[src/rtl/cr_ifu_lpmd_drain.sv]
// ---------------------------------------------------------------------------
// cr_ifu_lpmd_drain
//
// IFU-side responder to the CP0 low-power-mode request. When CP0 raises
// cp0_ifu_lpmd_req, new fetch requests are masked, the in-flight fetches are
// counted down as they complete, and ifu_cp0_lpmd_ack is raised once the IFU
// has no outstanding bus traffic. The ack is held while the request stays
// high, because the cache half of the CP0 ack AND may arrive later.
//
// Parameters:
//   OUTSTD_MAX - max in-flight fetch transactions tracked (1..3)
//   CNT_W      - width of the outstanding counter (must hold OUTSTD_MAX)
//
// Ports:
//   lpmd_sm_clk         in   gated state-machine clock
//   cpurst_b            in   asynchronous active-low reset
//   cp0_ifu_lpmd_req    in   low-power request from CP0 (level)
//   cp0_ifu_in_lpmd     in   CPU currently in low-power mode
//   iu_yy_xx_flush      in   pipeline flush, returns the FSM to IDLE
//   ifu_bus_req         in   IFU fetch request to bus (before masking)
//   bus_ifu_grnt        in   bus accepted a fetch request
//   bus_ifu_cmplt       in   fetch data phase complete (one per grant)
//   ifu_bus_req_mask    out  suppress new fetch requests
//   ifu_cp0_lpmd_ack    out  IFU drained, safe to enter low power
//   ifu_lpmd_clk_en     out  keep lpmd_sm_clk running
//   ifu_lpmd_outstd_cnt out  current in-flight count (debug)
//   ifu_lpmd_err        out  sticky counter underflow/overflow flag
//                            (present only with IFU_LPMD_ERR_CHK_EN)
//
// Build option: define IFU_LPMD_ERR_CHK_EN to add the ifu_lpmd_err checker.
// ---------------------------------------------------------------------------
module cr_ifu_lpmd_drain #(
    parameter int OUTSTD_MAX = 2,
    parameter int CNT_W      = 2
) (
    input  logic             lpmd_sm_clk,
    input  logic             cpurst_b,
    input  logic             cp0_ifu_lpmd_req,
    input  logic             cp0_ifu_in_lpmd,
    input  logic             iu_yy_xx_flush,
    input  logic             ifu_bus_req,
    input  logic             bus_ifu_grnt,
    input  logic             bus_ifu_cmplt,
    output logic             ifu_bus_req_mask,
    output logic             ifu_cp0_lpmd_ack,
    output logic             ifu_lpmd_clk_en,
    output logic [CNT_W-1:0] ifu_lpmd_outstd_cnt
`ifdef IFU_LPMD_ERR_CHK_EN
    ,
    output logic             ifu_lpmd_err
`endif
);

    localparam logic [1:0] IDLE  = 2'b00;
    localparam logic [1:0] DRAIN = 2'b01;
    localparam logic [1:0] ACK   = 2'b10;

    localparam logic [CNT_W-1:0] CNT_MAX = CNT_W'(OUTSTD_MAX);
    localparam logic [CNT_W-1:0] CNT_ONE = CNT_W'(1);

    logic [1:0]       r_state;
    logic [1:0]       w_state_nxt;
    logic [CNT_W-1:0] r_cnt;
    logic [CNT_W-1:0] w_cnt_nxt;
    logic             w_grant;
    logic             w_cnt_full;
    logic             w_cnt_zero;

    assign w_cnt_full = (r_cnt == CNT_MAX);
    assign w_cnt_zero = (r_cnt == '0);

    // Mask depends only on flops plus cp0_ifu_in_lpmd, so a grant in the
    // same cycle the request first rises (state still IDLE) is still counted.
    assign ifu_bus_req_mask = (r_state != IDLE) || cp0_ifu_in_lpmd || w_cnt_full;
    assign w_grant          = ifu_bus_req && bus_ifu_grnt && !ifu_bus_req_mask;

    // Outstanding counter next value. Grant and cmplt together cancel out;
    // cmplt at zero is dropped and grant at full saturates.
    always_comb begin
        w_cnt_nxt = r_cnt;
        if (w_grant && !bus_ifu_cmplt) begin
            if (!w_cnt_full) w_cnt_nxt = r_cnt + CNT_ONE;
        end else if (bus_ifu_cmplt && !w_grant) begin
            if (!w_cnt_zero) w_cnt_nxt = r_cnt - CNT_ONE;
        end
    end

    // Flush wins over every transition but leaves the counter alone, since
    // the bus still completes whatever was granted.
    always_comb begin
        w_state_nxt = r_state;
        if (iu_yy_xx_flush) begin
            w_state_nxt = IDLE;
        end else begin
            case (r_state)
                IDLE:    if (cp0_ifu_lpmd_req)  w_state_nxt = DRAIN;
                DRAIN:   if (w_cnt_nxt == '0)   w_state_nxt = ACK;
                ACK:     if (!cp0_ifu_lpmd_req) w_state_nxt = IDLE;
                default:                        w_state_nxt = IDLE;
            endcase
        end
    end

    always_ff @(posedge lpmd_sm_clk or negedge cpurst_b) begin
        if (!cpurst_b) begin
            r_state <= IDLE;
            r_cnt   <= '0;
        end else begin
            r_state <= w_state_nxt;
            r_cnt   <= w_cnt_nxt;
        end
    end

    assign ifu_cp0_lpmd_ack    = (r_state == ACK);
    assign ifu_lpmd_outstd_cnt = r_cnt;

    // Clock must run whenever the counter or FSM could change next edge.
    assign ifu_lpmd_clk_en = cp0_ifu_lpmd_req || ifu_bus_req || !w_cnt_zero ||
                             (r_state != IDLE);

`ifdef IFU_LPMD_ERR_CHK_EN
    logic r_err;
    logic w_udf;
    logic w_ovf;

    assign w_udf = bus_ifu_cmplt && !w_grant && w_cnt_zero;
    // A grant while full means the bus accepted a request the mask was
    // covering; the counter has lost track of one transaction.
    assign w_ovf = ifu_bus_req && bus_ifu_grnt && w_cnt_full;

    always_ff @(posedge lpmd_sm_clk or negedge cpurst_b) begin
        if (!cpurst_b) r_err <= 1'b0;
        else if (w_udf || w_ovf) r_err <= 1'b1;
    end

    assign ifu_lpmd_err = r_err;
`endif

endmodule

[config.mk]
export PLATFORM = sky130hd
export DESIGN_NAME = cr_ifu_lpmd_drain
export DESIGN_NICKNAME = d
export VERILOG_FILES = /design/src/rtl/cr_ifu_lpmd_drain.sv
export SDC_FILE = /design/constraint.sdc
export NUM_CORES = 1
export LEC_CHECK = 0
export BUFFER_PORTS_ARGS = -buffer_cell sky130_fd_sc_hd__buf_2
export CAP_MARGIN = 20
export CORE_AREA = 2 2 39 41
export DETAILED_ROUTE_END_ITERATION = 6
export DIE_AREA = 0 0 41 43
export HOLD_SLACK_MARGIN = 0.03
export REMOVE_ABC_BUFFERS = 1
export SYNTH_ARGS = -nofsm -noshare
export SYNTH_HDL_FRONTEND = slang
export SYNTH_SLANG_ARGS = --single-unit
[constraint.sdc]
create_clock -name lpmd_sm_clk -period 2.38 [get_ports lpmd_sm_clk]
set_input_delay 0.476 -clock lpmd_sm_clk [delete_from_list [all_inputs] [get_ports lpmd_sm_clk]]
set_output_delay 0.476 -clock lpmd_sm_clk [all_outputs]
set_load 0.01 [all_outputs]
==> results.cfg <==
[outcome]
status = complete, no violations

[placed_design]
hpwl_um = 556
place.gp.congestion = 0.710
port_buffers = 12

[yosys]
synth.yosys.seq_area_share_pct = 29.1
synthCells = 36
syn_avg_cell_area_um2 = 9.56
yosysTopAreaCellShare_pct = 29.1
yosys-top-cells-area = dfrtp_1 29%, ha_1 15%, nor4_4 6.2%
synth_cell_type_count = 20
ys_warn_count = 0
ys_ff_latch = 4
yosysTopAreaCell = dfrtp_1
synth_area_um2 = 344

[pwr]
p_switching_uw = 58.0
pwr-share-seq_pct = 38.8
swShare_pct = 27.4
peakVddDrop_v = 0.000344
comb_power_share_pct = 23.9
clkPwrFrac_pct = 37.4
power.internal_uw = 154
total_power_uw = 212
cellLeakagePower_uw = 0.000229
p_per_area_nw_per_um2 = 478

[clock_network]
cts-resized-gates = 0
cts.sinks = 4
cts_tree = done
cts_made_buffers = 3
h-tree-depth = 1
cts_hold_buf = 0
postCtsSetupRepairBufs = 0
clock_latency_ns = 0.23
clock_path_buffers = 2
cts.clk_slew.worst_paths_ns = 0.04
cts-root-buf = clkbuf_4

[drt]
drt-met1-wl_um = 286
vias_per_cell = 4.64
finalWirelength_um = 666
wl_met2_um = 349
drtIter0Drc = 1
dr.pass1.iters = 2
num_vias = 306
drc = 0
ant_nets = 0
wire_per_inst_um = 10.1
met3_length_um = 30
highest_layer = met3

[floorplanning]
initial_utilization_pct = 24.9
io_pins = 13
rows = 14
die_h_um = 43
core_area_um2 = 1380
die-area_um2 = 1760
fp.dieW_um = 41

[layout]
area_growth_pct = 28.7
mostFrequentLayoutCells = 12 x buf_2, 4 x inv_1, 4 x ha_1, 4 x dfrtp_1
nNetsFinal = 64
final_common_cell = buf_2
drive_above_1_share_pct = 42.0
antennaDiodeCount = 0

[worst_setup_path]
cp_slowest_stage_delay_ns = 0.40
critPathSlowestCell = dfrtp_1
crit_buf_inv = 3
critPathKind = flip-flop to primary output
critPathRequiredTime_ns = 1.90
critPathTopFamily = flip-flops
cp_cell_sequence = inv_1 > ha_1 > nor4_4 > inv_1 > buf_2
cpMostUsedCell = inv_1
end_kind = primary output
cp-start-kind = flip-flop
arrival_ns = 1.54
cp_max_fo = 7

[global_routing]
grt_pass1_wl_um = 1180
grt.total_usage_pct = 9.98
antenna_found_initial = 0
grt_pass1_vias = 306
grt_max_degree = 9
overflow = 0

[timing]
fmax_mhz = 496
worst_pin_slew_ns = 0.397
final_hold_viol_count = 0
max_slew_margin_pct = 73.3
finalClockSkew_ns = 0.00408
fin_crit_ns = 2.02
fin_tns_setup_ns = 0
finalMaxSlewViolations = 0
rsz0062_at_grt = false
setup_viol = 0
period_share_pct = 84.7

[hold_path]
hold_class = primary input to asynchronous set/reset pin

[flow_run]
cap_violations = 0
## sequential cells by signal, summed over array words and instances (netlist names)
signal               cells
ifu_lpmd_outstd_cnt      2
r_state                  2
## cells in the mapped netlist (all sizes together)
master  n
nand4   2
or3     1
nand2   3
ha      4
nand2b  2
nand3b  1
nor4    2
nand4b  2
inv     4
nand3   2
nor3    1
buf     1
o31a    1
a22o    2
and2    1
dfrtp   4
nor2    1
and2b   1
o31ai   1
## path summary, 6_finish.rpt
kind | endpoint | slack, ns | cells after the start | from
setup / recovery | ifu_bus_req_mask | 0.36 | 5 | ifu_lpmd_outstd_cnt[0]
setup reg to reg | r_state[0] | 0.53 | 6 | ifu_lpmd_outstd_cnt[0]
min in group lpmd_sm_clk | r_state[0] | 0.52 | 3 | iu_yy_xx_flush
max in group asynchronous | r_state[1] | 2.22 | 1 | cpurst_b
hold / removal | ifu_lpmd_outstd_cnt[0] | 0.04 | 1 | cpurst_b
hold reg to reg | r_state[0] | 0.66 | 2 | r_state[1]
## power by group through the flow
| stage | logic [µW] | registers [µW] | clock network [µW] |
|---|---|---|---|
| 2_1_floorplan | 30.0 | 82.2 | 0 |
| 3_3_place_gp | 50.6 | 83.0 | 0 |
| 3_5_place_dp | 51.4 | 83.3 | 0 |
| 4_1_cts | 51.5 | 82.4 | 84.2 |
| 5_1_grt | 56.2 | 83.4 | 88.5 |
| 6_report | 50.5 | 82.1 | 79.1 |
## per-layer routing
layer	vias to the layer above	track usage, %
met5	-	0
met4	0	4.00
met3	0	4.71
met2	8	14.7
met1	137	12.1
li1	161	-
## cell families after synthesis
| family | Yosys count | share of synthesized area [%] |
|---|---|---|
| AO/OA/AOI/OAI | 4 | 10.5 |
| buffers and inverters | 5 | 5.45 |
| flip-flops | 4 | 29.1 |
| adder cells (fa/ha/maj) | 4 | 14.5 |
| AND/OR/NAND/NOR | 19 | 40.4 |
## per-stage QoR
step                      hold slack (ns)  area (µm²)  instances  worst slack [ns]  utilization [%]
final                              0.0425         443         66             0.364             32.0
after detailed placement            0.283         420         63             0.508             30.4
after floorplan                     0.180         340         35             0.628                -
after global placement              0.281         420         63             0.561             30.4
after CTS                          0.0359         443         66             0.331             32.0
after global routing               0.0381         443         66             0.269             32.0
## area by class of cell
cell class,instances,area (µm²)
Fill cell,149,941
Multi-Input combinational cell,27,225
Clock buffer,3,22.5
Timing Repair Buffer,12,60.1
Tap cell,16,20.0
Inverter,4,15.0
Sequential cell,4,100
Note: power is estimated with default switching activity, not from simulation.
